## src/rtl/writeback_controller_if.sv

```systemverilog
`default_nettype none
//==============================================================================
// Module   : writeback_controller_if
// Brief    : Eviction, dirty-bit, data-array and memory-write signals of the
//            write-back cache eviction path.
// Revision : 1.0 - initial release
//==============================================================================
interface writeback_controller_if #(
    parameter int NUM_SETS   = 1,
    parameter int ASSOC      = 1,
    parameter int LINE_WORDS = 4,
    parameter int XLEN       = 32,
    parameter int ADDR_WIDTH = 32
);
    localparam int SET_SIZE   = $clog2(NUM_SETS);
    localparam int ASSOC_SIZE = $clog2(ASSOC);
    localparam int WORD_SIZE  = $clog2(LINE_WORDS);
    localparam int TAG_SIZE   = ADDR_WIDTH - SET_SIZE - WORD_SIZE - $clog2(XLEN / 8);
    // A single set, way or word still gets a one-bit field so the ports stay legal
    localparam int SET_W      = (SET_SIZE > 0) ? SET_SIZE : 1;
    localparam int WAY_W      = (ASSOC_SIZE > 0) ? ASSOC_SIZE : 1;
    localparam int WORD_W     = (WORD_SIZE > 0) ? WORD_SIZE : 1;

    logic                  evict_valid;
    logic                  evict_ready;
    logic [SET_W-1:0]      evict_set;
    logic [WAY_W-1:0]      evict_way;
    logic [TAG_SIZE-1:0]   evict_tag;
    logic                  evict_done;
    logic                  evict_wrote_back;
    logic [SET_W-1:0]      victim_set;
    logic [WAY_W-1:0]      victim_way;
    logic                  selected_dirty_bit;
    logic                  clear_selected_dirty_bit;
    logic                  data_rd_en;
    logic [WORD_W-1:0]     data_word;
    logic [XLEN-1:0]       data_rdata;
    logic                  mem_req;
    logic [ADDR_WIDTH-1:0] mem_addr;
    logic [XLEN-1:0]       mem_wdata;
    logic                  mem_ack;
    logic [15:0]           wb_count;

    // slave: the writeback controller; master: miss FSM, dirty bits, data array, memory
    modport slave (
        input  evict_valid, evict_set, evict_way, evict_tag,
        input  selected_dirty_bit, data_rdata, mem_ack,
        output evict_ready, evict_done, evict_wrote_back, victim_set, victim_way,
        output clear_selected_dirty_bit, data_rd_en, data_word,
        output mem_req, mem_addr, mem_wdata, wb_count
    );

    modport master (
        output evict_valid, evict_set, evict_way, evict_tag,
        output selected_dirty_bit, data_rdata, mem_ack,
        input  evict_ready, evict_done, evict_wrote_back, victim_set, victim_way,
        input  clear_selected_dirty_bit, data_rd_en, data_word,
        input  mem_req, mem_addr, mem_wdata, wb_count
    );
endinterface
`default_nettype wire

```

## src/rtl/writeback_controller.sv

```systemverilog
`default_nettype none
//==============================================================================
// Module   : writeback_controller
// Brief    : Evicts a victim line; a dirty line is streamed word by word to
//            memory and its dirty bit cleared. `define WB_STATS_EN enables the
//            saturating writeback counter on wb_count.
// Revision : 1.0 - initial release
//==============================================================================
module writeback_controller #(
    parameter int NUM_SETS   = 1,
    parameter int ASSOC      = 1,
    parameter int LINE_WORDS = 4,
    parameter int XLEN       = 32,
    parameter int ADDR_WIDTH = 32
) (
    input  logic                  clk,
    input  logic                  rst_n,
    writeback_controller_if.slave bus
);
    localparam int SET_SIZE   = $clog2(NUM_SETS);
    localparam int ASSOC_SIZE = $clog2(ASSOC);
    localparam int WORD_SIZE  = $clog2(LINE_WORDS);
    localparam int BYTE_OFF   = $clog2(XLEN / 8);
    localparam int TAG_SIZE   = ADDR_WIDTH - SET_SIZE - WORD_SIZE - BYTE_OFF;
    localparam int SET_W      = (SET_SIZE > 0) ? SET_SIZE : 1;
    localparam int WAY_W      = (ASSOC_SIZE > 0) ? ASSOC_SIZE : 1;
    localparam int WORD_W     = (WORD_SIZE > 0) ? WORD_SIZE : 1;

    localparam logic [WORD_W-1:0] c_LAST_WORD = WORD_W'(LINE_WORDS - 1);
    localparam logic [WORD_W-1:0] c_WORD_ONE  = WORD_W'(1);

    localparam logic [2:0] c_ST_IDLE  = 3'd0;
    localparam logic [2:0] c_ST_CHECK = 3'd1;
    localparam logic [2:0] c_ST_READ  = 3'd2;
    localparam logic [2:0] c_ST_WRITE = 3'd3;
    localparam logic [2:0] c_ST_CLEAR = 3'd4;
    localparam logic [2:0] c_ST_DONE  = 3'd5;

    logic [2:0]            r_state;
    logic [2:0]            w_next_state;
    logic [SET_W-1:0]      r_set;
    logic [WAY_W-1:0]      r_way;
    logic [TAG_SIZE-1:0]   r_tag;
    logic [WORD_W-1:0]     r_word;
    logic [XLEN-1:0]       r_wdata;
    logic                  r_wrote_back;
    logic                  w_evict_ready;
    logic                  w_evict_done;
    logic                  w_data_rd_en;
    logic                  w_mem_req;
    logic                  w_clear;
    logic [ADDR_WIDTH-1:0] w_tag_part;
    logic [ADDR_WIDTH-1:0] w_set_part;
    logic [ADDR_WIDTH-1:0] w_word_part;

    always_ff @(posedge clk or negedge rst_n) begin
        if (!rst_n) begin
            r_state <= c_ST_IDLE;
        end else begin
            r_state <= w_next_state;
        end
    end

    // Strobes depend on r_state only; inputs steer the next state alone
    always_comb begin
        w_next_state  = r_state;
        w_evict_ready = 1'b0;
        w_evict_done  = 1'b0;
        w_data_rd_en  = 1'b0;
        w_mem_req     = 1'b0;
        w_clear       = 1'b0;
        case (r_state)
            c_ST_IDLE: begin
                w_evict_ready = 1'b1;
                if (bus.evict_valid) begin
                    w_next_state = c_ST_CHECK;
                end
            end
            c_ST_CHECK: begin
                w_next_state = bus.selected_dirty_bit ? c_ST_READ : c_ST_DONE;
            end
            c_ST_READ: begin
                w_data_rd_en = 1'b1;
                w_next_state = c_ST_WRITE;
            end
            c_ST_WRITE: begin
                w_mem_req = 1'b1;
                if (bus.mem_ack) begin
                    w_next_state = (r_word == c_LAST_WORD) ? c_ST_CLEAR : c_ST_READ;
                end
            end
            c_ST_CLEAR: begin
                w_clear      = 1'b1;
                w_next_state = c_ST_DONE;
            end
            c_ST_DONE: begin
                w_evict_done = 1'b1;
                w_next_state = c_ST_IDLE;
            end
            default: begin
                w_next_state = c_ST_IDLE;
            end
        endcase
    end

    always_ff @(posedge clk or negedge rst_n) begin
        if (!rst_n) begin
            r_set        <= '0;
            r_way        <= '0;
            r_tag        <= '0;
            r_word       <= '0;
            r_wdata      <= '0;
            r_wrote_back <= 1'b0;
        end else begin
            case (r_state)
                c_ST_IDLE: begin
                    if (bus.evict_valid) begin
                        r_set  <= bus.evict_set;
                        r_way  <= bus.evict_way;
                        r_tag  <= bus.evict_tag;
                        r_word <= '0;
                    end
                end
                c_ST_READ: begin
                    r_wdata <= bus.data_rdata;
                end
                c_ST_WRITE: begin
                    if (bus.mem_ack && (r_word != c_LAST_WORD)) begin
                        r_word <= r_word + c_WORD_ONE;
                    end
                end
                c_ST_CLEAR: begin
                    r_wrote_back <= 1'b1;
                end
                c_ST_DONE: begin
                    r_wrote_back <= 1'b0;
                end
                default: begin
                end
            endcase
        end
    end

    // Memory address is {tag, set, word, byte=0}; absent fields contribute nothing
    assign w_tag_part = ADDR_WIDTH'(r_tag) << (ADDR_WIDTH - TAG_SIZE);

    generate
        if (SET_SIZE > 0) begin : g_set_field
            assign w_set_part = ADDR_WIDTH'(r_set) << (WORD_SIZE + BYTE_OFF);
        end else begin : g_no_set_field
            assign w_set_part = '0;
        end
        if (WORD_SIZE > 0) begin : g_word_field
            assign w_word_part = ADDR_WIDTH'(r_word) << BYTE_OFF;
        end else begin : g_no_word_field
            assign w_word_part = '0;
        end
    endgenerate

    assign bus.evict_ready              = w_evict_ready;
    assign bus.evict_done               = w_evict_done;
    assign bus.evict_wrote_back         = r_wrote_back;
    assign bus.victim_set               = r_set;
    assign bus.victim_way               = r_way;
    assign bus.clear_selected_dirty_bit = w_clear;
    assign bus.data_rd_en               = w_data_rd_en;
    assign bus.data_word                = r_word;
    assign bus.mem_req                  = w_mem_req;
    assign bus.mem_addr                 = w_tag_part | w_set_part | w_word_part;
    assign bus.mem_wdata                = r_wdata;

`ifdef WB_STATS_EN
    logic [15:0] r_wb_count;

    always_ff @(posedge clk or negedge rst_n) begin
        if (!rst_n) begin
            r_wb_count <= 16'h0000;
        end else if ((r_state == c_ST_CLEAR) && (r_wb_count != 16'hFFFF)) begin
            r_wb_count <= r_wb_count + 16'h0001;
        end
    end

    assign bus.wb_count = r_wb_count;
`else
    assign bus.wb_count = 16'h0000;
`endif

endmodule
`default_nettype wire

```

## src/flat_wrapper.sv

```systemverilog
// flat-port wrapper written by rule: the top's interface ports become plain ports
module writeback_controller_flat 
#(
    parameter int NUM_SETS   = 1,
    parameter int ASSOC      = 1,
    parameter int LINE_WORDS = 4,
    parameter int XLEN       = 32,
    parameter int ADDR_WIDTH = 32
)
  (clk, rst_n, bus_evict_valid, bus_evict_set, bus_evict_way, bus_evict_tag, bus_selected_dirty_bit, bus_data_rdata, bus_mem_ack, bus_evict_ready, bus_evict_done, bus_evict_wrote_back, bus_victim_set, bus_victim_way, bus_clear_selected_dirty_bit, bus_data_rd_en, bus_data_word, bus_mem_req, bus_mem_addr, bus_mem_wdata, bus_wb_count);
  writeback_controller_if #(.NUM_SETS(NUM_SETS), .ASSOC(ASSOC), .LINE_WORDS(LINE_WORDS), .XLEN(XLEN), .ADDR_WIDTH(ADDR_WIDTH)) bus_i ();
  input  logic clk;
  input  logic rst_n;
  input wire logic [$bits(bus_i.evict_valid)-1:0] bus_evict_valid;
  input wire logic [$bits(bus_i.evict_set)-1:0] bus_evict_set;
  input wire logic [$bits(bus_i.evict_way)-1:0] bus_evict_way;
  input wire logic [$bits(bus_i.evict_tag)-1:0] bus_evict_tag;
  input wire logic [$bits(bus_i.selected_dirty_bit)-1:0] bus_selected_dirty_bit;
  input wire logic [$bits(bus_i.data_rdata)-1:0] bus_data_rdata;
  input wire logic [$bits(bus_i.mem_ack)-1:0] bus_mem_ack;
  output wire logic [$bits(bus_i.evict_ready)-1:0] bus_evict_ready;
  output wire logic [$bits(bus_i.evict_done)-1:0] bus_evict_done;
  output wire logic [$bits(bus_i.evict_wrote_back)-1:0] bus_evict_wrote_back;
  output wire logic [$bits(bus_i.victim_set)-1:0] bus_victim_set;
  output wire logic [$bits(bus_i.victim_way)-1:0] bus_victim_way;
  output wire logic [$bits(bus_i.clear_selected_dirty_bit)-1:0] bus_clear_selected_dirty_bit;
  output wire logic [$bits(bus_i.data_rd_en)-1:0] bus_data_rd_en;
  output wire logic [$bits(bus_i.data_word)-1:0] bus_data_word;
  output wire logic [$bits(bus_i.mem_req)-1:0] bus_mem_req;
  output wire logic [$bits(bus_i.mem_addr)-1:0] bus_mem_addr;
  output wire logic [$bits(bus_i.mem_wdata)-1:0] bus_mem_wdata;
  output wire logic [$bits(bus_i.wb_count)-1:0] bus_wb_count;
  assign bus_i.evict_valid = bus_evict_valid;
  assign bus_i.evict_set = bus_evict_set;
  assign bus_i.evict_way = bus_evict_way;
  assign bus_i.evict_tag = bus_evict_tag;
  assign bus_i.selected_dirty_bit = bus_selected_dirty_bit;
  assign bus_i.data_rdata = bus_data_rdata;
  assign bus_i.mem_ack = bus_mem_ack;
  assign bus_evict_ready = bus_i.evict_ready;
  assign bus_evict_done = bus_i.evict_done;
  assign bus_evict_wrote_back = bus_i.evict_wrote_back;
  assign bus_victim_set = bus_i.victim_set;
  assign bus_victim_way = bus_i.victim_way;
  assign bus_clear_selected_dirty_bit = bus_i.clear_selected_dirty_bit;
  assign bus_data_rd_en = bus_i.data_rd_en;
  assign bus_data_word = bus_i.data_word;
  assign bus_mem_req = bus_i.mem_req;
  assign bus_mem_addr = bus_i.mem_addr;
  assign bus_mem_wdata = bus_i.mem_wdata;
  assign bus_wb_count = bus_i.wb_count;
  writeback_controller #(.NUM_SETS(NUM_SETS), .ASSOC(ASSOC), .LINE_WORDS(LINE_WORDS), .XLEN(XLEN), .ADDR_WIDTH(ADDR_WIDTH)) u_core (.clk(clk), .rst_n(rst_n), .bus(bus_i));
endmodule
```

## config.mk

```make
export PLATFORM = sky130hd
export DESIGN_NAME = writeback_controller_flat
export DESIGN_NICKNAME = d
export VERILOG_FILES = /design/src/rtl/writeback_controller_if.sv /design/src/rtl/writeback_controller.sv /design/src/flat_wrapper.sv
export SDC_FILE = /design/constraint.sdc
export NUM_CORES = 1
export LEC_CHECK = 0
export CORE_ASPECT_RATIO = 2
export CORE_UTILIZATION = 30
export CTS_CLUSTER_DIAMETER = 200
export CTS_CLUSTER_SIZE = 24
export DETAILED_ROUTE_END_ITERATION = 6
export PLACE_DENSITY = 0.75
export RECOVER_POWER = 100
export SLEW_MARGIN = 20
export SYNTH_ARGS = -nofsm -noshare
export SYNTH_HDL_FRONTEND = slang
export SYNTH_SLANG_ARGS = --single-unit
```

## constraint.sdc

```tcl
create_clock -name clk -period 4.1 [get_ports clk]
set_clock_uncertainty 0.05 [all_clocks]
set_input_delay 0.41 -clock clk [delete_from_list [all_inputs] [get_ports clk]]
set_output_delay 0.41 -clock clk [all_outputs]
set_load 0.005 [all_outputs]
```

=== After elaboration in Yosys (flattened, before gate mapping) ===
Cells that the tools add are included.

* Bits in registers: 68
* Latch bits: 0
* Bits in writable memories: 0
* Bits in read-only memories: 0
* Input bits: 67
* Output and inout bits: 90
* Logic and storage cells: 40
* Memories: 0

* Add/subtract/negate cells: 1
* Multiply operators: 0
* Div/mod/pow operators: 0
* Magnitude comparators: 0
* Equal/unequal tests: 10
* Shift-type cells: 0
* Multiplexer cells: 14
* Bitwise logic cells: 1
* Reductions and logical operators: 7

{| class="wikitable"
|+ Operator list
! operator !! number
|-
| $or A32 B4 Y32 || 1
|-
| $pmux W3 S5 || 1
|-
| $mux W3 || 4
|-
| $eq A3 B2 Y1 const B || 2
|-
| $eq A3 B3 Y1 const B || 2
|-
| $ne A2 B2 Y1 const B || 3
|-
| $mux W1 || 5
|-
| $mux W2 || 2
|-
| $pmux W2 S2 || 1
|-
| $reduce_and A2 Y1 || 2
|-
| $reduce_bool A2 Y1 || 2
|-
| $eq A3 B1 Y1 const B || 1
|-
| $logic_not A3 Y1 || 1
|-
| $reduce_and A3 Y1 || 1
|-
| $add A2 B1 Y2 const B || 1
|-
| $eq A2 B2 Y1 const B || 1
|-
| $ne A2 B1 Y1 const B || 1
|-
| $pmux W1 S2 || 1
|-
| $logic_and A1 B1 Y1 || 1
|}

=== Depth between registers and ports, before layout ===
* Word-level depth: 4
* Gate-level depth with buffers: 5
* Depth with buffers taken out: 4

=== Worst setup path before layout ===
No wires, ideal clock.

* Kind: reg2reg
* Start point: register u_core.r_state[0]
* End point: register u_core.r_set (netlist: u_core.bus.victim_set)
* Library setup time: 125 ps
* Arrival time: 1407 ps
* Data required time: 3925 ps
* Setup slack: 2518 ps
* Cell stages (with the launch flop): 6
* Path buffers: 2
* Clock period less this slack: 1582 ps
* Path through: dfrtp_1 -> buf_6 -> nor3_1 -> and2_2 -> buf_6 -> mux2_2

* Word-level cells in the longest chain between the ends: 2

{| class="wikitable"
|+ RTL lines
! what !! RTL line !! RTL
|-
| start: declaration || writeback_controller.sv:39 || <nowiki>logic [2:0] r_state;</nowiki>
|-
| start signal: assignment || writeback_controller.sv:58 || <nowiki>r_state <= c_ST_IDLE;</nowiki>
|-
| start signal: assignment || writeback_controller.sv:60 || <nowiki>r_state <= w_next_state;</nowiki>
|-
| $logic_not A3 Y1 || writeback_controller.sv:115 || <nowiki>case (r_state)</nowiki>
|-
| $reduce_and A2 Y1 (no source line) || - ||
|-
| end signal: assignment || writeback_controller.sv:118 || <nowiki>r_set <= bus.evict_set;</nowiki>
|-
| end: declaration || writeback_controller.sv:41 || <nowiki>logic [SET_W-1:0] r_set;</nowiki>
|}

Every way passes these cells.
A chain may end at the register's enable or synchronous reset.

=== Worst setup path in the final report ===
* Start point: register u_core.r_state[0]
* End point: register u_core.r_tag[1]

* Word-level cells in the longest chain between the ends: 2

{| class="wikitable"
|+ RTL lines
! what !! RTL line !! RTL
|-
| $logic_not A3 Y1 || writeback_controller.sv:115 ||
|-
| $reduce_and A2 Y1 (no source line) || - ||
|-
| end signal: assignment || writeback_controller.sv:120 || <nowiki>r_tag <= bus.evict_tag;</nowiki>
|-
| end: declaration || writeback_controller.sv:43 || <nowiki>logic [TAG_SIZE-1:0] r_tag;</nowiki>
|}

Every way passes these cells.

==> results.tsv <==
metric	value	unit
Synth cell types	28	
DRC	9	
final count of hold timing violations	0	
Die Span Y	141	um
clock share of power	0.230	
DRT antenna net count	0	
Die ar.	10000	um2
Hold Buf Count CTS	0	
Adder-Cell Fraction of Synth Area	0.00435	
average wire per standard cell	15.2	um
Post-Syn Area	2880	um2
largest family of logic cells by synthesized area	multiplexers	
fin cells	445	
Initial Utilization	0.309	
LEAKAGE	1.94	nW
share of the yosys chip area belonging to registers	0.591	
failing checks	DRC, capacitance limit, slew limit	
final worst path period share	0.710	
Switching Share	0.278	
max-cap violations	3	
CP endpoint kind	flip-flop	
Tot Pwr	3.36	mW
clk sinks	68	
CP Launch Type	flip-flop	
internal power	2.43	mW
FP Rows	50	
largest net degree at the start of global routing	36	
Reg clk slew, reported paths	0.05	ns
synthesis-stage register bit count	68	
total length of routed wires	6.75	mm
slowest CP cell	and2_0	
Vias	2023	
CTS Buf Count	9	
Pins Over Slew Limit	99	
Setup Buffers After CTS	0	
gr usage total	0.144	
core area	9320	um2
Max FO, Critical Path	30	
maximum VDD drop	404	uV
share of cells above drive strength 1	0.235	
Comb power frac	0.406	
Overflow after GRT	0	
Rel. slew slack	-0.222	
arrival time worst endpoint	3.06	ns
EDFF count, synth	0	
Tightest Hold Check Type	reg -> reg	
Die Wd	71.3	um
Ys Warns	0	
Synth Area in Simple Gates	0.0448	
setup TNS	0	ns
Placer Congestion	0.787	
# resized after CTS	0	
Worst Path Required	4.25	ns
CTS tree	done	
Max Freq	344	MHz
CP cell instances	nor3_1, and2_0, mux2_2	
Fill cells	826	
cell taking the most area after synthesis	dfrtp_1	
initial antenna violation count	0	
post-synthesis xor/xnor area fraction	0	
crit-path max cell delay	1.39	ns
Synth Area in Compound Gates	0.0248	
P&R area growth vs syn	57.4	%
ANT cells	0	
fin nets	404	
Placed Cells	429	
First-pass DRT Iterations	6	
vias in the first global route	2215	
FFs w/ async S/R, synth	1.00	
CTS Root Cell	clkbuf_16	
RSZ-0062 raised after global routing	false	
Port Buffers	138	
top-area cell type share of the netlist area	0.591	
Avg Cell Area, Syn	14.5	um2
PwrDens	742	nW/um2
initial DRC count	78	
H-tree Lvls	3	
post-synthesis mux area share	0.250	
clock buffer depth	2	
latest clock arrival within the worst-skew pair	0.32	ns
Period minus WS final	2.91	ns
synth top area cells	dfrtp_1 59%, mux2_2 25%, buf_4 6.0%	
outcome	complete, but fails checks	
Post-Synthesis Cells	198	
count of final setup violators	0	
net switching power	0.936	mW
register share of total power	0.364	
io pins	157	
slew of the pin with the lowest slew margin	1.83	ns
critical path class	reg -> reg	
first-pass GRT wire length	10.7	mm
ys flop type	dfrtp_1	
dpl hpwl	5.22	mm
Vias/cell	4.55	
-- cells in the final DEF (no fill, tap or decap), types with 3 or more instances in the layout --
master           count
nor2_1               3
conb_1              18
clkbuf_1             3
dfrtp_1             68
mux2_2              63
clkdlybuf4s50_1     65
a21oi_1              5
dlygate4sd3_1       72
clkbuf_16            9
inv_1                3
o21ai_0              3
-- layer usage --
metal  up-vias  track usage  wire length (um)
li1        924            -                 -
met1       980        0.121              2040
met2        96        0.272              4020
met3        23       0.0374               359
met4         0        0.111               334
met5         -            0                 0
-- layout make-up --
| type | count | area (um2) | share of cell area |
|---|---|---|---|
| clock inverters | 4 | 47.5 | 0.0105 |
| flip-flops and latches | 68 | 1700 | 0.376 |
| well taps | 104 | 130 | 0.0287 |
| multi-input cells | 114 | 1000 | 0.221 |
| clock buffers | 12 | 256 | 0.0566 |
| repair buffers | 140 | 1380 | 0.305 |
| inverters | 3 | 11.3 | 0.00249 |
-- sequential cells by signal, indices dropped and copies added, names as in the netlist --
| register | cells |
|---|---|
| u_core.bus.evict_wrote_back | 1 |
| u_core.bus.victim_way | 1 |
| u_core.r_state | 3 |
| u_core.r_tag | 28 |
| u_core.bus.victim_set | 1 |
| u_core.bus.data_word | 2 |
| u_core.bus.mem_wdata | 32 |
-- power by group through the flow --
| stage | clock network, mW | logic (mW) | registers, mW |
|---|---|---|---|
| 2_1_floorplan | 0 | 0.682 | 1.22 |
| 6_report | 0.772 | 1.37 | 1.22 |
| 4_1_cts | 0.796 | 1.52 | 1.25 |
| 3_3_place_gp | 0 | 1.47 | 1.24 |
| 5_1_grt | 0.828 | 1.48 | 1.28 |
| 3_5_place_dp | 0 | 1.51 | 1.26 |
-- final timing paths --
| path | startpoint | endpoint | slack (ns) | cells past startpoint |
|---|---|---|---|---|
| setup / recovery | u_core.r_state[0] | u_core.r_tag[1] | 1.19 | 3 |
| min in group asynchronous | rst_n | u_core.bus.mem_wdata[30] | 0.49 | 1 |
| hold / removal | u_core.bus.mem_wdata[0] | u_core.bus.mem_wdata[0] | 0.43 | 1 |
| setup reg to reg | u_core.r_state[0] | u_core.r_tag[1] | 1.19 | 3 |
| hold reg to reg | u_core.bus.mem_wdata[0] | u_core.bus.mem_wdata[0] | 0.43 | 1 |
| max in group asynchronous | rst_n | u_core.r_state[0] | 1.80 | 2 |
-- stage by stage --
stage	setup WS (ns)	cell area, um2	util	hold WS (ns)
2_1_floorplan	2.52	2940	-	0.0644
4_1_cts	1.71	4540	0.487	0.113
3_5_place_dp	1.93	4240	0.454	0.428
3_3_place_gp	1.97	4240	0.454	0.432
5_1_grt	0.885	4530	0.486	0.450
6_report	1.19	4530	0.486	0.434
-- logic make-up (layout without fill, tap and decap cells) --
logic type      count (synthesis)  count (layout)
flops                          68              68
buf+inv                        33             159
mux                            64              64
compound gates                 12              12
other cells                     1              18
fa+ha+maj                       1               1
simple gates                   19              19
-- synthesized netlist by cell type, types with 2 or more instances --
library cell  count
nand3b_1          2
dfrtp_1          68
clkbuf_1          3
buf_4            23
nor2_1            3
nand2_1           2
o21ai_0           3
nand4b_1          2
nor3b_1           2
inv_1             3
buf_6             4
mux2_2           63
a21oi_1           5
-- worst max-delay path, delay by kind of cell, from the launching register on --
| family | cells | cell delay, ns |
|---|---|---|
| multiplexers | 1 | 0.45 |
| AND/OR/NAND/NOR | 2 | 1.69 |
| flip-flops | 1 | 0.57 |
Note: power is estimated with default switching activity, not from simulation.
